**src/rtl/ppu_pkg.sv**
```systemverilog
// Shared PPU types: OAM constants, sprite buffer entry, scanner states.
// Used by the OAM scanner and the sprite fetcher.
package ppu_pkg;

  localparam logic [15:0] OAM_BASE    = 16'hFE00;
  localparam int          OAM_ENTRIES = 40;
  localparam int          BUF_DEPTH   = 10;

  typedef struct packed {
    logic [7:0] x;
    logic [5:0] obj;
    logic [3:0] row;
  } sprite_entry_t;

  typedef enum logic [1:0] {
    S_IDLE,
    S_READ_Y,
    S_READ_X,
    S_DRAIN
  } scan_state_e;

endpackage

```
**src/rtl/oam_y_matcher.sv**
```systemverilog
// Vertical hit test of one OAM object against the current scanline.
// diff = ly + 16 - Y in 9 bits; a borrow lands far above any height.
module oam_y_matcher (
  input  logic [7:0] y_i,
  input  logic [7:0] ly_i,
  input  logic       tall_i,
  output logic       hit_o,
  output logic [3:0] row_o
);

  logic [8:0] diff;
  logic [8:0] height;
  logic       y_ok;

  assign diff   = {1'b0, ly_i} + 9'd16 - {1'b0, y_i};
  assign height = tall_i ? 9'd16 : 9'd8;
  assign y_ok   = (y_i != 8'd0) && (y_i < 8'd160);
  assign hit_o  = y_ok && (diff < height);
  assign row_o  = diff[3:0];

endmodule

```
**src/rtl/oam_scanner.sv**
```systemverilog
// Mode-2 OAM scan: two reads per object, hits committed in OAM order
// into a fixed sprite buffer for the fetcher.
module oam_scanner
  import ppu_pkg::*;
#(
  parameter int OAM_ENTRIES = ppu_pkg::OAM_ENTRIES,
  parameter int BUF_DEPTH   = ppu_pkg::BUF_DEPTH
) (
  input  logic                           clk_in,
  input  logic                           rst_n_in,
  input  logic                           tclk_in,
  input  logic                           start_in,
  input  logic [7:0]                     ly_in,
  input  logic                           tall_sprite_mode_in,
  output logic [15:0]                    oam_addr_out,
  output logic                           oam_req_out,
  input  logic [7:0]                     oam_data_in,
  input  logic                           oam_valid_in,
  output sprite_entry_t [BUF_DEPTH-1:0]  sprite_buffer_out,
  output logic [3:0]                     sprite_count_out,
  output logic                           busy_out,
  output logic                           done_out
);

  localparam logic [5:0] N_LAST  = 6'(OAM_ENTRIES - 1);
  localparam logic [3:0] CNT_MAX = 4'(BUF_DEPTH);

  scan_state_e state_q, state_d;

  logic [5:0]    n_q;
  logic [5:0]    obj_q;
  logic [3:0]    row_q;
  logic          pend_q;
  logic [3:0]    count_q;
  logic          done_q;
  sprite_entry_t [BUF_DEPTH-1:0] buf_q;

  logic [7:0] rd_byte;
  logic       hit;
  logic [3:0] row;
  logic       last;
  logic       room;

  assign rd_byte = oam_valid_in ? oam_data_in : 8'hFF;
  assign last    = (n_q == N_LAST);
  assign room    = (count_q < CNT_MAX);

  oam_y_matcher u_match (
    .y_i    (rd_byte),
    .ly_i   (ly_in),
    .tall_i (tall_sprite_mode_in),
    .hit_o  (hit),
    .row_o  (row)
  );

  always_ff @(posedge clk_in or negedge rst_n_in) begin
    if (!rst_n_in) state_q <= S_IDLE;
    else           state_q <= state_d;
  end

  always_comb begin
    state_d = state_q;
    if (tclk_in) begin
      if (start_in) begin
        state_d = S_READ_Y;
      end else begin
        unique case (state_q)
          S_IDLE:   state_d = S_IDLE;
          S_READ_Y: state_d = S_READ_X;
          S_READ_X: state_d = last ? S_DRAIN : S_READ_Y;
          S_DRAIN:  state_d = S_IDLE;
          default:  state_d = S_IDLE;
        endcase
      end
    end
  end

  always_comb begin
    oam_req_out  = 1'b0;
    oam_addr_out = 16'h0;
    unique case (state_q)
      S_READ_Y: begin
        oam_req_out  = 1'b1;
        oam_addr_out = OAM_BASE + {8'h0, n_q, 2'b00};
      end
      S_READ_X: begin
        oam_req_out  = 1'b1;
        oam_addr_out = OAM_BASE + {8'h0, n_q, 2'b01};
      end
      default: ;
    endcase
  end

  assign busy_out          = (state_q != S_IDLE);
  assign done_out          = done_q;
  assign sprite_count_out  = count_q;
  assign sprite_buffer_out = buf_q;

  // X of the previous object arrives in ReadY/Drain; commit there
  always_ff @(posedge clk_in or negedge rst_n_in) begin
    if (!rst_n_in) begin
      n_q     <= '0;
      obj_q   <= '0;
      row_q   <= '0;
      pend_q  <= 1'b0;
      count_q <= '0;
      done_q  <= 1'b0;
      buf_q   <= '0;
    end else if (tclk_in) begin
      done_q <= 1'b0;
      if (start_in) begin
        n_q     <= '0;
        pend_q  <= 1'b0;
        count_q <= '0;
        buf_q   <= '0;
      end else begin
        unique case (state_q)
          S_READ_Y, S_DRAIN: begin
            if (pend_q && room) begin
              buf_q[count_q] <= '{x: rd_byte,
                                  obj: obj_q,
                                  row: row_q};
              count_q <= count_q + 4'd1;
            end
            pend_q <= 1'b0;
            if (state_q == S_DRAIN) done_q <= 1'b1;
          end
          S_READ_X: begin
            pend_q <= hit;
            row_q  <= row;
            obj_q  <= n_q;
            if (!last) n_q <= n_q + 6'd1;
          end
          default: ;
        endcase
      end
    end
  end

endmodule

```
**config.mk**
```make
export PLATFORM = sky130hd
export DESIGN_NAME = oam_scanner
export DESIGN_NICKNAME = d
export VERILOG_FILES = /design/src/rtl/ppu_pkg.sv /design/src/rtl/oam_y_matcher.sv /design/src/rtl/oam_scanner.sv
export SDC_FILE = /design/constraint.sdc
export NUM_CORES = 1
export LEC_CHECK = 0
export BUFFER_PORTS_ARGS = -buffer_cell sky130_fd_sc_hd__buf_2
export CORE_MARGIN = 2
export CORE_UTILIZATION = 48
export DETAILED_ROUTE_END_ITERATION = 12
export GPL_TIMING_DRIVEN = 0
export PLACE_DENSITY = 0.77
export SLEW_MARGIN = 15
export SYNTH_ARGS = -nofsm -noshare
export SYNTH_HDL_FRONTEND = slang
export SYNTH_SLANG_ARGS = --single-unit
```
**constraint.sdc**
```tcl
create_clock -name clk_in -period 1.7 [get_ports clk_in]
set_input_delay 0.17 -clock clk_in [delete_from_list [all_inputs] [get_ports clk_in]]
set_output_delay 0.17 -clock clk_in [all_outputs]
set_load 0.01 [all_outputs]
```
==> Word level (Yosys, flattened, before mapping) <==
Index checks and enable logic that the tools add are counted.
{ "classes": {"add_sub_neg": 6, "order_cmp": 5, "eq_ne": 5, "n_mux": 24, "n_bitwise": 1, "reduce_logical": 18} }
{ "op_table": {"columns": ["op", "n"], "rows": [
  ["2-to-1 mux 180 bit", 3],
  ["bitwise mux 180 bit", 1],
  ["demux 18 bit (select 4 bit)", 1],
  ["one-hot mux 16 bit (2 select lines)", 1],
  ["adder 10 x 9 -> 11 bit, first input constant", 2],
  ["2-to-1 mux 18 bit", 1],
  ["2-to-1 mux 6 bit", 3],
  ["2-to-1 mux 4 bit", 3],
  ["adder 8 x 5 -> 9 bit, second input constant", 1],
  ["less-than comparator 9 bit", 1],
  ["AND reduction 3 bit", 3],
  ["subtractor 9 x 8 -> 9 bit", 1],
  ["less-than comparator 8 bit, second input constant", 1],
  ["2-to-1 mux 8 bit", 1],
  ["nonzero test 2 bit", 4],
  ["nonzero test 8 bit", 1],
  ["adder 6 x 1 -> 6 bit, second input constant", 1],
  ["== test 6 bit, second input constant", 1],
  ["one-hot mux 2 bit (3 select lines)", 1],
  ["OR reduction 2 bit", 3],
  ["less-than comparator 4 x 5 -> 1 bit, second input constant", 1],
  ["2-to-1 mux 1 bit", 5],
  ["2-to-1 mux 5 bit", 1],
  ["adder 4 x 1 -> 4 bit, second input constant", 1],
  ["12 further kinds", 17]
]} }
{ "totals": {"ff_bits": 204, "input_bits": 22, "out_inout_bits": 203, "wordCells": 96} }

==> Longest topological paths before layout <==
{ "depth": {"depth_word": 8, "mapped_depth": 12, "mapped_depth_nobuf": 12} }

==> Cells and area by module <==
Synthesis repeated with hierarchy kept, for this count alone.
{ "unflattened": {"hier_cells": 981, "hier_area_um2": 10543.9} }
{ "modules_own_cells": {"columns": ["module", "instances", "cells_per_inst", "area_each_um2", "seq_area_each_um2"], "rows": [
  ["oam_scanner", 1, 912, 10058.4, 5104.9],
  ["oam_y_matcher", 1, 69, 485.5, 0.0]
]} }

==> Worst setup path before layout <==
Ideal clock, no wire load.
{ "synth_path": {"path_type": "input -> register", "from": "input oam_valid_in", "to": "register pend_q", "setup_ns": 0.067, "t_arrival_ns": 2.298, "t_required_ns": 1.633, "path_slack_ns": -0.666, "cell_stages": 11, "path_buffers": 0, "path_cell_list": "nor2b_1 > ha_1 > ha_1 > a21o_1 > a211oi_1 > nor2_1 > ha_1 > nor4bb_1 > nand4_1 > nor4_1 > a32o_1"} }
{ "synth_via": {"elab_chain_cells": 6, "elab_cells_between_ends": 9} }
{ "synth_rtl": {"columns": ["element", "line_no", "source"], "rows": [
  ["start: declaration", "oam_scanner.sv:18", "input logic oam_valid_in,"],
  ["2-to-1 mux 8 bit *", "oam_scanner.sv:44", "assign rd_byte = oam_valid_in ? oam_data_in : 8'hFF;"],
  ["subtractor 9 x 8 -> 9 bit, or another cell as far along", "oam_y_matcher.sv:15", "assign diff = {1'b0, ly_i} + 9'd16 - {1'b0, y_i};"],
  ["less-than comparator 9 bit or logical AND 1 bit (tied branches)", "oam_y_matcher.sv:18, oam_y_matcher.sv:17", null],
  ["logical AND 1 bit *", "oam_y_matcher.sv:18", "assign hit_o = y_ok && (diff < height);"],
  ["one-hot mux 1 bit (2 select lines) *", "oam_scanner.sv:117", "unique case (state_q)"],
  ["2-to-1 mux 1 bit *", "oam_scanner.sv:111", "if (start_in) begin"],
  ["end signal: assignment", "oam_scanner.sv:129", "pend_q <= hit;"],
  ["end: declaration", "oam_scanner.sv:33", "logic pend_q;"]
]} }
Mark *: on every way between the ends. The rest lies on a longest branch, timed or not.
A chain may end at the register's enable or synchronous reset.

==> Final worst setup path <==
{ "layout_path": {"from": "register state_q[0]", "to": "output oam_addr_out[3]"} }
{ "layout_via": {"elab_chain_cells": 2, "elab_cells_between_ends": 3} }
{ "layout_rtl": {"columns": ["element", "line_no", "source"], "rows": [
  ["start: declaration", "oam_scanner.sv:28", "scan_state_e state_q, state_d;"],
  ["start signal: assignment", "oam_scanner.sv:58", "else state_q <= state_d;"],
  ["== test 2 bit or == test 2 x 1 -> 1 bit (tied branches)", "oam_scanner.sv:81", "unique case (state_q)"],
  ["one-hot mux 16 bit (2 select lines) *", "oam_scanner.sv:81", null],
  ["end: declaration", "oam_scanner.sv:15", "output logic [15:0] oam_addr_out,"]
]} }
Marked as above.

==> summary.md <==
| Metric | Value |
|---|---|
| Clock root buffer | `clkbuf_16` |
| Run status | `finished with violations` |
| HPWL after detailed placement | `between 15 and 20 mm` |
| Setup Slack @ Placement | `-0.831 ns` |
| Worst setup path category | `reg2out` |
| Most used DFF post-synth | `dfrtp_1` |
| Tightest Hold Check Type | `in2reg` |
| Final worst slack | `-0.217 ns` |
| Antenna diode count | `0` |
| Reg clk slew, reported paths | `0.06 ns` |
| CP startpoint kind | `flip-flop` |
| Static leakage | `0.00593 uW` |
| H-tree depth | `1` |
| Final Slew Violations | `0` |
| Total Die Area | `19300 sq um` |
| Maximum number of pins on one net before global-route repair | `79` |
| First-pass GRT wire length | `43.0 mm` |
| Vias in the first global route | `7234` |
| Number of distinct library cells after synthesis | `56` |
| Type of element capturing the critical path | `output pin` |
| Number of enable-type register cells in the synthesized netlist | `0` |
| Number of buffers created by CTS | `22` |
| Flop2flop setup slack | `-0.10 ns` |
| Critical path cell sequence | `buf_6, ha_4, o21a_4, and2_1, buf_2` |
| Die height | `about 140 um` |
| Share of synthesized area occupied by flip-flops and latches | `slightly below 60%` |
| Synthesized instance count | `842` |
| Core Footprint | `between 15000 and 20000 sq um` |
| Final setup violation count | `44` |
| Cell area after layout | `approximately 12000 sq um` |
| Average detailed-routed wire length per instance | `~21 um` |
| # DRC | `0` |
| TritonCTS clock tree | `yes` |
| Layout cell share with drive strength beyond 1 | `35.1%` |
| Slew HR | `29.5%` |
| Launch point of the critical path | `state_q[0]` |
| Post-DR vias/cell | `5.81` |
| Clock tree buffer depth | `3` |
| Number of violations reported at the end of detailed-routing iteration 0 | `a little over 700` |
| Ys async rst share | `100%` |
| Number of failing hold endpoints at the final stage | `0` |
| Detail Route Antenna Nets | `0` |
| Routed WL | `28.7 mm` |
| First-pass DRT Iterations | `5` |
| Register bit count reported by yosys | `204` |
| Violations in the final reports | `setup timing` |
| RSZ-0062 raised after global routing | `yes` |
| Cell Area, Synth | `8730 sq um` |
| Critical Path AT | `1.75 ns` |
| Critical path fanouts, max | `6` |
| Slowest CP cell | `dfrtp_2` |
| Placed cell area | `10300 sq um` |
| Fmax | `522 MHz` |
| IR drop worst, VDD | `0.000751 V` |
| Max-cap violations | `0` |
| Starting Density | `between 40% and 50%` |
| IO Port Bufs | `222` |
| Die Width | `139 um` |
| Final-stage net count | `roughly 1200` |
| Cell Pwr Density | `roughly 1000 nW/um^2` |
| Post-route clock skew | `0.0158 ns` |
| Count of cells along the worst register-to-register path | `7` |
| Vias | `7899` |
| Critical path destination | `oam_addr_out[3]` |
| Tcrit/Tclk final | `113%` |
| Clock latency at the later pin of the worst-skew pair | `0.51 ns` |
| Mean Syn Cell Area | `10.4 sq um` |
| Fin crit period | `roughly 1.9 ns` |
| CP max stage delay | `0.43 ns` |
| Number of antenna violations at the first check in global routing | `1` |
| Layout overhead on the synthesized area | `33.7%` |
| I/O pins | `about 230` |
| Reg-to-reg startpoint | `state_q[0]` |
| Gp weighted congestion | `0.834` |
| Number of synthesis warnings | `0` |
| Global-route total usage across every layer | `28.4%` |
| Actual slew at the worst max-slew pin | `between 1 and 1.5 ns` |
| Endpoint of the lowest-slack register-to-register path | `pend_q` |
| Required time reported for the critical path endpoint | `roughly 1.5 ns` |
| Num rows | `49` |
| Sink Count | `204` |
| Global route overflow | `0` |
[logic make-up after synthesis]
logic type                 synth area share (%)
and+or+nand+nor                            17.0
AOI/OAI and AO/OA                          14.0
DFF                                        58.5
buffers and inverters                      5.05
adders and majority gates                  3.81
muxes                                      1.00
xor gates and xnor gates                  0.602
other                                    0.0430
[cell usage in the layout (no fill, tap or decap), drive strengths merged, types with 16 or more instances in the layout]
cell and n:
buf 309, dfrtp 204, clkbuf 56, inv 16, nand3 181, nand2 18, nand2b 18, nor2 19
ha 25, o21ai 192
[cell usage after synthesis (2+ instances only)]
cell type	number	area (sq um)
a211oi_1	4	30.0
a21o_1	4	30.0
a21oi_1	5	25.0
a31oi_1	2	12.5
and2_1	8	50.1
and3_1	2	12.5
buf_1	26	97.6
buf_2	22	110
buf_4	10	75.1
clkbuf_1	26	97.6
dfrtp_1	204	5100
ha_1	25	313
inv_1	15	56.3
mux2_2	6	67.6
mux2i_1	2	20.0
nand2_1	10	37.5
nand2_2	8	50.1
nand2b_1	18	113
nand3_1	181	906
nand4_1	4	25.0
nand4_2	2	25.0
nor2_1	19	71.3
nor2b_1	5	31.3
nor3b_1	2	15.0
nor4_1	2	12.5
o21ai_0	174	871
o21ai_1	18	90.1
o22ai_1	2	12.5
or2_2	5	31.3
xnor2_1	2	17.5
xor2_1	4	35.0
[worst max-delay path: cells and delay by family, from the launching register on]
| kind | cells | cell delay, ns |
|---|---|---|
| buf+inv | 2 | 0.29 |
| simple gates | 1 | 0.14 |
| flops | 1 | 0.43 |
| compound gates | 1 | 0.21 |
| fa+ha+maj | 1 | 0.17 |
[layout make-up]
cell class,count,area (sq um)
Buffer,83,494
Clock buffer,31,646
Clock inverter,6,82.6
Fill cell,1407,6230
Inverter,16,65.1
Multi-Input combinational cell,539,3500
Sequential cell,204,5110
Tap cell,229,287
Timing Repair Buffer,252,1490
[worst min path at each step]
stage                   from  cells past startpoint  slack [ns]                      to
CTS                 ly_in[0]                      4        0.08                row_q[0]
floorplan           rst_n_in                      0       -0.13                done_out
global route        ly_in[0]                      4        0.11                row_q[0]
finish              ly_in[0]                      4        0.09                row_q[0]
global placement    row_q[3]                      2        0.46                row_q[3]
detailed placement  rst_n_in                      1        0.09  sprite_buffer_out[116]
[power by group]
group	total (uW)	leakage (uW)	internal [uW]	switching [uW]
combinational	1880	0.00275	795	1090
sequential	5130	0.00282	5020	112
clock	4860	0.000357	2930	1930
[what timing repair did]
item,4_1_cts,5_1_grt
endpoints found under the hold margin,66,0
hold buffers,1,0
cloned,1,1
pin swaps,20,20
resized for setup,55,70
setup buffers,14,11
setup endpoints to repair,179,189
[routing by layer]
| layer | global-route usage, % | routed length [um] | up-vias |
|---|---|---|---|
| met5 | 0 | 0 | - |
| met4 | 7.66 | 809 | 0 |
| met3 | 4.32 | 2300 | 61 |
| met2 | 46.7 | 13900 | 386 |
| met1 | 39.9 | 11700 | 3931 |
| li1 | - | - | 3521 |
[flip-flops by register name, summed over array words and instances (netlist names)]
name               count
sprite_buffer_out    180
done_out               1
row_q                  4
sprite_count_out       4
n_q                    6
state_q                2
pend_q                 1
obj_q                  6
[through the flow]
| stage | std cells | TNS (ns) | hold slack [ns] | utilization, % | total power, uW |
|---|---|---|---|---|---|
| after CTS | 1348 | -2.55 | 0.0760 | 63.4 | 11700 |
| after detailed placement | 1296 | -23.09 | 0.0938 | 57.5 | 6640 |
| after global placement | 1294 | -603.35 | 0.462 | 57.1 | 6590 |
| after global routing | 1360 | -7.52 | 0.107 | 65.2 | 12300 |
| after floorplan | 843 | -0.442 | -0.126 | - | 6010 |
| final | 1360 | -3.37 | 0.0873 | 65.2 | 11900 |
Power figures use the tool's default switching activity.
